<file path="src/rtl/pool_window_gen_2x2.sv">
// pool_window_gen_2x2: builds non-overlapping 2x2 pooling windows from a raster pixel stream
// Ports: clk, rst (async, active high), din/din_valid (pixel stream in),
//        a/b/c/d (window: top-left, top-right, bottom-left, bottom-right), win_valid (window pulse)
// Optional macro POOL_WIN_FRAME_DONE_EN adds frame_done, a one-cycle pulse after the last pixel of a frame.
module pool_window_gen_2x2 #(
  parameter int WIDTH = 8,
  parameter int IMG_W = 24,
  parameter int IMG_H = 24
) (
  input  logic                    clk,
  input  logic                    rst,
  input  logic signed [WIDTH-1:0] din,
  input  logic                    din_valid,
  output logic signed [WIDTH-1:0] a,
  output logic signed [WIDTH-1:0] b,
  output logic signed [WIDTH-1:0] c,
  output logic signed [WIDTH-1:0] d,
`ifdef POOL_WIN_FRAME_DONE_EN
  output logic                    frame_done,
`endif
  output logic                    win_valid
);
  localparam int CW = $clog2(IMG_W);
  localparam int RW = $clog2(IMG_H);
  logic [CW-1:0] col_q, col_d;
  logic [RW-1:0] row_q, row_d;
  logic signed [WIDTH-1:0] lb_q [IMG_W];
  logic signed [WIDTH-1:0] prev_q;
  logic signed [WIDTH-1:0] a_q, a_d, b_q, b_d, c_q, c_d, d_q, d_d;
  logic win_q, win_d, col_last, row_last, emit;
  always_comb begin
    col_last = col_q == CW'(IMG_W - 1);
    row_last = row_q == RW'(IMG_H - 1);
    // a window closes on the bottom-right pixel: odd row, odd column
    emit     = din_valid && row_q[0] && col_q[0];
    col_d    = !din_valid ? col_q : col_last ? '0 : col_q + CW'(1);
    row_d    = !(din_valid && col_last) ? row_q : row_last ? '0 : row_q + RW'(1);
    a_d      = emit ? lb_q[col_q - CW'(1)] : a_q;
    b_d      = emit ? lb_q[col_q] : b_q;
    c_d      = emit ? prev_q : c_q;
    d_d      = emit ? din : d_q;
    win_d    = emit;
  end
  always_ff @(posedge clk or posedge rst) begin
    if (rst) begin
      col_q <= '0;
      row_q <= '0;
      a_q   <= '0;
      b_q   <= '0;
      c_q   <= '0;
      d_q   <= '0;
      win_q <= 1'b0;
    end else begin
      col_q <= col_d;
      row_q <= row_d;
      a_q   <= a_d;
      b_q   <= b_d;
      c_q   <= c_d;
      d_q   <= d_d;
      win_q <= win_d;
    end
  end
  // storage is never reset: every entry is rewritten before a window reads it
  always_ff @(posedge clk) begin
    if (din_valid && !row_q[0]) lb_q[col_q] <= din;
    if (din_valid) prev_q <= din;
  end
  assign a         = a_q;
  assign b         = b_q;
  assign c         = c_q;
  assign d         = d_q;
  assign win_valid = win_q;
`ifdef POOL_WIN_FRAME_DONE_EN
  logic fd_q, fd_d;
  assign fd_d = din_valid && col_last && row_last;
  always_ff @(posedge clk or posedge rst) begin
    if (rst) fd_q <= 1'b0;
    else     fd_q <= fd_d;
  end
  assign frame_done = fd_q;
`endif
endmodule

</file>
<file path="config.mk">
export PLATFORM = sky130hd
export DESIGN_NAME = pool_window_gen_2x2
export DESIGN_NICKNAME = d
export VERILOG_FILES = /design/src/rtl/pool_window_gen_2x2.sv
export SDC_FILE = /design/constraint.sdc
export NUM_CORES = 1
export LEC_CHECK = 0
export ABC_AREA = 1
export ABC_CLOCK_PERIOD_IN_PS = 2260
export BUFFER_PORTS_ARGS = -buffer_cell sky130_fd_sc_hd__buf_4
export CAP_MARGIN = 5
export CORE_ASPECT_RATIO = 0.75
export CORE_MARGIN = 2
export CORE_UTILIZATION = 23
export DETAILED_ROUTE_END_ITERATION = 10
export GPL_TIMING_DRIVEN = 0
export MAX_ROUTING_LAYER = met4
export PLACE_DENSITY = 0.37
export REMOVE_ABC_BUFFERS = 1
export SLEW_MARGIN = 15
export SYNTH_ARGS = -nofsm -noshare
export SYNTH_HDL_FRONTEND = slang
export SYNTH_SLANG_ARGS = --single-unit
</file>
<file path="constraint.sdc">
create_clock -name clk -period 2.26 [get_ports clk]
set_clock_uncertainty 0.1 [all_clocks]
set_input_delay 0.452 -clock clk [delete_from_list [all_inputs] [get_ports clk]]
set_output_delay 0.452 -clock clk [all_outputs]
set_load 0.05 [all_outputs]
</file>
==> results.sh, run 1 <==
export IMPL_critPathBufInv=5
export IMPL_cpMostUsedCell="buf_16"
export IMPL_ys_seq_area_share_pct=57.4
export IMPL_cp_end_kind="flip-flop"
export IMPL_wire_per_inst_um=21.4
export IMPL_hold_class="in2reg"
export IMPL_seqCellArea_sq_um=7090
export IMPL_grt_use_total_pct=17.4
export IMPL_cts_max_level=1
export IMPL_layout_setup_ws_ns=-0.00196
export IMPL_path_class="reg2reg"
export IMPL_clockBufferDepth=3
export IMPL_whs_ns=0.152
export IMPL_multiInputGateArea_sq_um=4520
export IMPL_max_vdd_ir_drop_mv=0.597
export IMPL_crit_fanout=5
export IMPL_drive_gt1_share_pct=20.1
export IMPL_cts_tree="yes"
export IMPL_power_density_nw_per_um2=1410
export IMPL_antenna_found_initial=1
export IMPL_avgSynthCellArea_sq_um=8.75
export IMPL_yosys_warnings=0
export IMPL_finalCritPeriodShare_pct=100
export IMPL_gp_congestion=0.764
export IMPL_clock_fmax_mhz=442
export IMPL_clock_sinks=243
export IMPL_die_h_um=205
export IMPL_synthCells=1412
export IMPL_clock_latency_ns=0.56
export IMPL_yosys_register_bits=243
export IMPL_rows=73
export IMPL_final_cell_mix="nand2_1 (390), inv_1 (214), edfxtp_1 (200)"
export IMPL_final_cell_area_sq_um=16200
export IMPL_initial_core_util_pct=23.3
export IMPL_power_mw=22.7
export IMPL_violations="negative setup slack"
export IMPL_via_count=10191
export IMPL_coreArea_sq_um=53000
export IMPL_fill_cells=5547
export IMPL_route_antenna_remaining_nets=0
export IMPL_drc=0
export IMPL_cp_slowest_cell="dfrtp_4"
export IMPL_die_area_sq_um=55600
export IMPL_hold_violations=0
export IMPL_async_reset_ff_share_pct=17.7
export IMPL_crit_family="buffers and inverters"
export IMPL_final_core_util_pct=30.5
export IMPL_num_antenna_cells=0
export IMPL_synth_cell_type_count=29
export IMPL_tightest_slew_ns=0.546
export IMPL_critPathMaxStageDelay_ns=0.52
export IMPL_clkTransAtPathRegs_ns=0.07
export IMPL_place_area_sq_um=13500
export IMPL_synth_flop_cell="edfxtp_1"
export IMPL_grt_pass1_vias=9599
export IMPL_drt_wl_total_um=47900
export IMPL_numPortBuffers=43
export IMPL_rsz0062_at_grt="yes"
export IMPL_chipWidth_um=272
export IMPL_max_slew_margin_pct=63.5
export IMPL_grt_pass1_wl_um=67800
export IMPL_grt_remaining_overflow=0
export IMPL_drtPass1Iterations=5
export IMPL_synth_edf_count=200
export IMPL_layout_commonest_cell="nand2_1"
export IMPL_syn_to_final_growth_pct=30.9
export IMPL_grt_max_degree=45
export IMPL_crit_required_ns=2.61
export IMPL_cts_root_buf="clkbuf_16"
export IMPL_hpwl_um=25200
export IMPL_netlist_area_sq_um=12300
export IMPL_p_leak_nw=6.87
export IMPL_startpoint_type="flip-flop"
export IMPL_nets=1524
export IMPL_finalSetupViolations=1
export IMPL_cts_buffers=28
export IMPL_drt_iter0_drc=1040
export IMPL_ioPinCount=44
export IMPL_drv_slew=0
export IMPL_arrival_ns=2.61
export IMPL_viasPerCell=4.55
export IMPL_fin_crit_ns=2.26
export IMPL_cap_violations=0
export IMPL_outcome="finished with violations"
export IMPL_path_cells="inv_16 > buf_16 > ha_4 > buf_16 > clkinv_16 > buf_16 > nand3_1 > nand3_2 > nand3_4 > nand2_1 > nand2_1 > a21oi_2"
==> layer usage <==
| layer | vias up | wire (um) | track usage (%) |
|---|---|---|---|
| met5 | - | 0 | - |
| li1 | 4801 | - | - |
| met3 | 58 | 3640 | 3.55 |
| met4 | 0 | 911 | 3.32 |
| met1 | 4960 | 24200 | 26.3 |
| met2 | 372 | 19100 | 23.8 |
==> kinds of logic after synthesis <==
kind of cell | after synthesis | synth area share [%]
AOI/OAI and AO/OA | 161 | 7.46
xor gates and xnor gates | 5 | 0.628
adders and majority gates | 6 | 0.608
buffers and inverters | 303 | 10.3
DFF | 243 | 57.4
and+or+nand+nor | 694 | 23.7
==> state kept, by name, summed over array words and instances, names as in the netlist, 5 cells and up <==
signal  cells
d           8
b           8
prev_q      8
lb_q      192
a           8
col_q       5
c           8
row_q       5
==> power breakdown <==
group	switching [mW]	internal [mW]	leakage, nW
clock	1.97	2.64	0.448
sequential	0.382	5.35	2.31
combinational	8.05	4.32	4.11
total	10.4	12.3	6.87
==> worst register-to-register path, cell delays in order, from the launching register on <==
cell,delay (ns)
dfrtp_4,0.52
inv_16,0.05
buf_16,0.13
ha_4,0.30
buf_16,0.16
clkinv_16,0.10
buf_16,0.15
nand3_1,0.10
nand3_2,0.12
nand3_4,0.15
nand2_1,0.08
nand2_1,0.13
a21oi_2,0.07
==> metrics by stage <==
stage                     cells   TNS, ns  setup WS [ns]
after floorplan            1336  -1099.32          -7.42
after global placement     2091  -2101.71         -15.42
after detailed placement   2102   -231.04          -1.84
after CTS                  2227    -0.197        -0.0698
after global routing       2241   -0.0826        -0.0550
final                      2241  -0.00196       -0.00196
==> repair_timing <==
action                                 in CTS  in global routing
hold buffers                                1                  0
setup endpoints to repair                 228                 70
pin swaps                                  30                 17
setup buffers                              58                  8
gates resized for setup                   114                 39
endpoints found under the hold margin      18                  0
cloned                                     14                  6
==> area by class of cell <==
| type | count | share of cell area, % |
|---|---|---|
| repair buffers | 136 | 11.1 |
| clock buffers | 42 | 5.11 |
| flip-flops and latches | 243 | 43.9 |
| inverters | 227 | 5.68 |
| repair inverters | 4 | 0.232 |
| well taps | 712 | 5.51 |
| multi-input cells | 867 | 28.0 |
| clock inverters | 10 | 0.534 |
==> worst paths after layout <==
| kind | from | endpoint | slack, ns | cells past startpoint |
|---|---|---|---|---|
| max in group asynchronous | rst | a[3] | 1.13 | 4 |
| min in group asynchronous | rst | win_valid | 0.36 | 3 |
| max reg2reg | col_q[0] | a[4] | -0.002 | 12 |
| min reg2reg | prev_q[5] | c[5] | 0.34 | 2 |
| min | din_valid | prev_q[5] | 0.15 | 1 |
| max | col_q[0] | a[4] | -0.002 | 12 |
==> cell usage after synthesis (8+ instances only) <==
library cell	count	share of area, %
buf_2	47	1.9
nand2_1	411	12
inv_1	218	6.6
o211ai_1	44	2.7
edfxtp_1	200	49
a21oi_1	57	2.3
or2_2	16	0.81
nand3_1	200	8.1
o21ai_1	24	0.97
nor2_1	60	1.8
inv_2	8	0.24
clkbuf_1	16	0.49
o21ai_0	34	1.4
dfrtp_1	43	8.7
No activity file was read; power rests on OpenSTA's default activity.
==> run 2, diff against run 1 <==
--- a/config.mk
+++ b/config.mk
@@ -7,15 +7,15 @@
 export LEC_CHECK = 0
 export ABC_AREA = 1
 export ABC_CLOCK_PERIOD_IN_PS = 2260
-export BUFFER_PORTS_ARGS = -buffer_cell sky130_fd_sc_hd__buf_4
-export CAP_MARGIN = 5
+export CAP_MARGIN = 0
 export CORE_ASPECT_RATIO = 0.75
 export CORE_MARGIN = 2
 export CORE_UTILIZATION = 23
 export DETAILED_ROUTE_END_ITERATION = 10
+export DONT_BUFFER_PORTS = 1
 export GPL_TIMING_DRIVEN = 0
 export MAX_ROUTING_LAYER = met4
-export PLACE_DENSITY = 0.37
+export PLACE_DENSITY = 0.36
 export REMOVE_ABC_BUFFERS = 1
 export SLEW_MARGIN = 15
 export SYNTH_ARGS = -nofsm -noshare
==> results.sh, run 2 (same netlist as run 1, synthesis figures left out) <==
export IMPL_outcome="finished with violations"
export IMPL_violations="negative setup slack"
export IMPL_max_vdd_ir_drop_mv=0.590
export IMPL_rows=73
export IMPL_p_seq_share_pct=30.2
export IMPL_startpoint="col_q[0]"
export IMPL_power_density_nw_per_um2=1380
export IMPL_max_slew_margin_pct=55.4
export IMPL_min_delay_start="din_valid"
export IMPL_nets=1502
export IMPL_p_comb_share_pct=49.9
export IMPL_grt_pass1_wl_um=67000
export IMPL_drt_wl_total_um=46200
export IMPL_p_leak_nw=6.88
export IMPL_rsz0062_at_grt="yes"
export IMPL_gp_congestion=0.757
export IMPL_clock_latency_ns=0.56
export IMPL_cts_root_buf="clkbuf_16"
export IMPL_switching_power_mw=10.5
export IMPL_die_h_um=205
export IMPL_syn_to_final_growth_pct=33.0
export IMPL_hpwl_um=25800
export IMPL_regMostFlops="lb_q"
export IMPL_drive_gt1_share_pct=21.9
export IMPL_initial_core_util_pct=23.3
export IMPL_cp_end_kind="flip-flop"
export IMPL_ioPinCount=44
export IMPL_arrival_ns=2.60
export IMPL_grt_max_degree=87
export IMPL_viasPerCell=4.43
export IMPL_chipWidth_um=272
export IMPL_finalCritPeriodShare_pct=100
export IMPL_startpoint_type="flip-flop"
export IMPL_cts_tree="yes"
export IMPL_cts_buffers=27
export IMPL_via_count=9835
export IMPL_cap_violations=0
export IMPL_crit_required_ns=2.60
export IMPL_hold_class="in2reg"
export IMPL_clock_fmax_mhz=442
export IMPL_final_cell_mix="nand2_1 (389), inv_1 (210), edfxtp_1 (200)"
export IMPL_clockBufferDepth=3
export IMPL_clkTransAtPathRegs_ns=0.07
export IMPL_swShare_pct=46.2
export IMPL_antenna_found_initial=0
export IMPL_fin_crit_ns=2.26
export IMPL_wire_per_inst_um=20.8
export IMPL_cts_max_level=1
export IMPL_largest_reg_flops=192
export IMPL_reg2reg_slack_ns=-0.003
export IMPL_clkPwrFrac_pct=19.9
export IMPL_grt_pass1_vias=9416
export IMPL_coreArea_sq_um=53000
export IMPL_whs_ns=0.0312
export IMPL_layout_setup_ws_ns=-0.00293
export IMPL_route_antenna_remaining_nets=0
export IMPL_hold_violations=0
export IMPL_tightest_slew_ns=0.670
export IMPL_drv_slew=0
export IMPL_clock_sinks=243
export IMPL_grt_remaining_overflow=0
export IMPL_p_int_mw=12.2
export IMPL_drtPass1Iterations=5
export IMPL_crit_fanout=8
export IMPL_grt_use_total_pct=17.1
export IMPL_drt_iter0_drc=715
export IMPL_finalSetupViolations=1
export IMPL_drc=0
export IMPL_dp_slack_ns=-1.96
export IMPL_path_class="reg2reg"
export IMPL_numPortBuffers=0
export IMPL_layout_commonest_cell="nand2_1"
export IMPL_r2r_start="col_q[0]"
export IMPL_die_area_sq_um=55600
## run 2: changes by cell type in the layout (fill, tap and decap cells not counted), sizes merged
cell | before | now
nor2 | 63 | 62
bufinv | 1 | 3
dlygate4sd3 | 1 | 2
buf | 125 | 110
inv | 229 | 230
clkbuf | 47 | 34
clkinv | 9 | 12
diode | 0 | 1
bufbuf | 5 | 3
## run 2: through the flow
step / instance area (sq um) / cells / util (%) / setup TNS, ns / total power [mW]
2_1_floorplan: 11900 / 1336 / - / -1099.32 / 11.1
3_3_place_gp: 12800 / 2048 / 24.2 / -2051.68 / 13.0
3_5_place_dp: 13200 / 2060 / 24.9 / -270.60 / 14.5
4_1_cts: 15800 / 2200 / 29.9 / -0.0581 / 21.7
5_1_grt: 16400 / 2217 / 31.0 / -0.261 / 23.9
6_report: 16400 / 2218 / 31.0 / -0.00293 / 22.7
## run 2: timing repair
action                     in CTS  in global routing
pin swaps                      41                 34
setup endpoints to repair     234                153
gates resized for setup       128                 89
gates cloned                   12                  1
hold buffers                   10                  0
setup buffers                  69                 16
hold endpoints to repair      241                  0
## run 2: power by group through the flow
stage / combinational [mW] / sequential, mW / clock (mW)
3_5_place_dp: 7.37 / 7.09 / 0
6_report: 11.3 / 6.86 / 4.51
4_1_cts: 10.2 / 6.87 / 4.64
3_3_place_gp: 5.68 / 7.30 / 0
5_1_grt: 12.1 / 6.93 / 4.83
2_1_floorplan: 4.06 / 7.03 / 0
## run 2: final timing paths
path / to / cells past startpoint
worst max-delay path: a[7] / 14
worst min-delay path: col_q[2] / 4
worst max register to register: a[7] / 14
worst min register to register: c[5] / 2
max in group asynchronous: col_q[2] / 3
min in group asynchronous: d[2] / 2
## run 2: final cells by class
type,count,area (sq um)
antenna,1,2.50
clock buffer,34,722
clock inverter,15,153
fill,5480,36600
inverter,227,917
multi-input combinational,866,4790
sequential,243,7090
tap,712,891
timing repair buffer,115,1800
timing repair inverter,5,53.8
## run 2: layer usage
metal  track usage, %  part of all wire [%]  routed length, um  up-vias
met5                -                     0                  0        -
met2             25.3                    43              19800      219
li1                 -                     -                  -     4751
met3             2.73                   5.3               2470       34
met1             25.2                    51              23500     4831
met4             2.12                   1.1                518        0
## run 2: critical path, cell delays in order (launching register included)
cell and delay [ns]:
dfrtp_4 0.44, buf_16 0.15, inv_16 0.04, buf_16 0.12
ha_4 0.32, buf_16 0.17, clkinv_16 0.10, buf_12 0.15
buf_12 0.12, nand2_4 0.05, nand3_2 0.06, nand3_2 0.09
nand2_1 0.07, nand2_2 0.09, a21oi_2 0.06
==> run 3, diff against run 2 <==
--- a/config.mk
+++ b/config.mk
@@ -11,11 +11,12 @@
 export CORE_ASPECT_RATIO = 0.75
 export CORE_MARGIN = 2
 export CORE_UTILIZATION = 23
+export CTS_CLUSTER_DIAMETER = 30
 export DETAILED_ROUTE_END_ITERATION = 10
 export DONT_BUFFER_PORTS = 1
 export GPL_TIMING_DRIVEN = 0
 export MAX_ROUTING_LAYER = met4
-export PLACE_DENSITY = 0.36
+export PLACE_DENSITY_LB_ADDON = 0.1
 export REMOVE_ABC_BUFFERS = 1
 export SLEW_MARGIN = 15
 export SYNTH_ARGS = -nofsm -noshare
==> results.sh, run 3 (same netlist as run 1, synthesis figures left out) <==
export IMPL_fin_cells=2297
export IMPL_syn_to_final_growth_pct=43.9
export IMPL_rows=73
export IMPL_via_count=10499
export IMPL_path_class="reg2reg"
export IMPL_clock_latency_ns=0.57
export IMPL_antenna_found_initial=0
export IMPL_tightest_slew_ns=0.664
export IMPL_reg2reg_slack_ns=-0.02
export IMPL_hpwl_um=26200
export IMPL_finalSetupViolations=3
export IMPL_drt_iter0_drc=997
export IMPL_cts_tree="yes"
export IMPL_p_leak_nw=7.58
export IMPL_cts_max_level=3
export IMPL_clockBufferDepth=3
export IMPL_whs_endpoint="lb_q[20][3]"
export IMPL_crit_fanout=7
export IMPL_place_area_sq_um=13200
export IMPL_grt_pass1_wl_um=73000
export IMPL_critPathMaxStageDelay_ns=0.51
export IMPL_drtPass1Iterations=6
export IMPL_holdPathStages=1
export IMPL_die_area_sq_um=55600
export IMPL_clock_fmax_mhz=439
export IMPL_hold_class="in2reg"
export IMPL_numPortBuffers=0
export IMPL_power_density_nw_per_um2=1590
export IMPL_outcome="finished with violations"
export IMPL_coreArea_sq_um=53000
export IMPL_chipWidth_um=272
export IMPL_clkTransAtPathRegs_ns=0.05
export IMPL_gp_congestion=0.756
export IMPL_cts_buffers=68
export IMPL_viasPerCell=4.57
export IMPL_nets=1543
export IMPL_ioPinCount=44
export IMPL_fin_crit_ns=2.28
export IMPL_max_vdd_ir_drop_mv=0.802
export IMPL_layout_setup_ws_ns=-0.0159
export IMPL_cpMostUsedCell="buf_16"
export IMPL_crit_family="buffers and inverters"
export IMPL_final_cell_area_sq_um=17800
export IMPL_r2r_start="col_q[0]"
export IMPL_arrival_ns=2.66
export IMPL_violations="negative setup slack"
export IMPL_drive_gt1_share_pct=21.7
export IMPL_route_antenna_remaining_nets=0
export IMPL_drt_wl_total_um=50400
export IMPL_rsz0062_at_grt="yes"
export IMPL_final_cell_mix="nand2_1 (393), inv_1 (212), edfxtp_1 (200)"
export IMPL_grt_max_degree=46
export IMPL_reg2regPathDepth=14
export IMPL_startpoint="col_q[0]"
export IMPL_grt_use_total_pct=19.0
export IMPL_r2r_end="a[1]"
export IMPL_wire_per_inst_um=21.9
export IMPL_finalCritPeriodShare_pct=101
export IMPL_startpoint_type="flip-flop"
export IMPL_cp_end_kind="flip-flop"
export IMPL_path_cells="buf_16 > inv_16 > buf_16 > ha_4 > buf_16 > inv_16 > buf_12 > buf_12 > nand3_2 > nand3_2 > nand3_1 > nand2_1 > inv_2 > a21oi_2"
export IMPL_die_h_um=205
export IMPL_min_delay_start="din[3]"
export IMPL_drv_slew=0
export IMPL_grt_pass1_vias=10095
export IMPL_layout_commonest_cell="nand2_1"
export IMPL_crit_required_ns=2.64
export IMPL_dp_cells=2060
export IMPL_critPathBufInv=8
export IMPL_cts_root_buf="clkbuf_16"
export IMPL_clock_sinks=243
export IMPL_initial_core_util_pct=23.3
export IMPL_drc=0
export IMPL_cap_violations=0
export IMPL_largest_reg_flops=192
export IMPL_cp_slowest_cell="dfrtp_4"
export IMPL_max_slew_margin_pct=55.6
export IMPL_regMostFlops="lb_q"
export IMPL_hold_violations=0
export IMPL_grt_remaining_overflow=0
[run 3: per-layer routing]
metal	share of wire, %	up-vias	global-route usage (%)
met5	0	-	-
met4	2.2	0	5.36
met3	9.2	81	5.79
met2	42	412	26.2
met1	47	5109	26.5
li1	-	4897	-
[run 3: per-stage QoR]
step	TNS (ns)	hold WS, ns	setup slack, ns	total power [mW]	util, %
6_report	-0.0293	0.0756	-0.0159	28.2	33.5
5_1_grt	-0.523	0.0624	-0.0762	29.5	33.5
4_1_cts	-0.0369	0.0514	-0.0367	28.0	33.2
3_5_place_dp	-286.91	0.287	-2.07	14.6	24.9
3_3_place_gp	-2082.06	0.334	-15.53	13.1	24.2
2_1_floorplan	-1099.32	0.326	-7.42	11.1	-
[run 3: worst max-delay path by stage]
stage	slack, ns	cells past startpoint	to
3_3_place_gp	-15.53	9	a[5]
4_1_cts	-0.04	13	a[5]
2_1_floorplan	-7.42	9	a[2]
5_1_grt	-0.08	13	a[4]
3_5_place_dp	-2.07	12	a[5]
6_report	-0.02	14	a[1]
[run 3: final cells by class]
| type | instances | area, sq um |
|---|---|---|
| antenna | 3 | 7.51 |
| clock buffer | 89 | 1860 |
| clock inverter | 37 | 484 |
| fill | 5390 | 35200 |
| inverter | 227 | 908 |
| multi-input combinational | 866 | 4520 |
| sequential | 243 | 7100 |
| tap | 712 | 891 |
| timing repair buffer | 116 | 1950 |
| timing repair inverter | 4 | 46.3 |
[run 3: where the power goes]
group | internal, mW | total (mW) | switching [mW]
registers | 5.35 | 6.87 | 1.51
clock network | 7.00 | 9.87 | 2.87
logic | 4.45 | 11.5 | 7.06
[run 3: timing repair]
action | in CTS | in global routing
cloned | 20 | 0
buffers inserted | 71 | 7
resized for setup | 125 | 30
hold buffers | 10 | 0
setup endpoints to repair | 229 | 142
pin swaps | 33 | 6
endpoints found under the hold margin | 238 | 0
[run 3: worst register-to-register path: stages, from the launching register on]
cell and delay (ns):
dfrtp_4 0.51, buf_16 0.16, inv_16 0.06, buf_16 0.12
ha_4 0.24, buf_16 0.17, inv_16 0.11, buf_12 0.13
buf_12 0.10, nand3_2 0.07, nand3_2 0.10, nand3_1 0.08
nand2_1 0.08, inv_2 0.05, a21oi_2 0.13
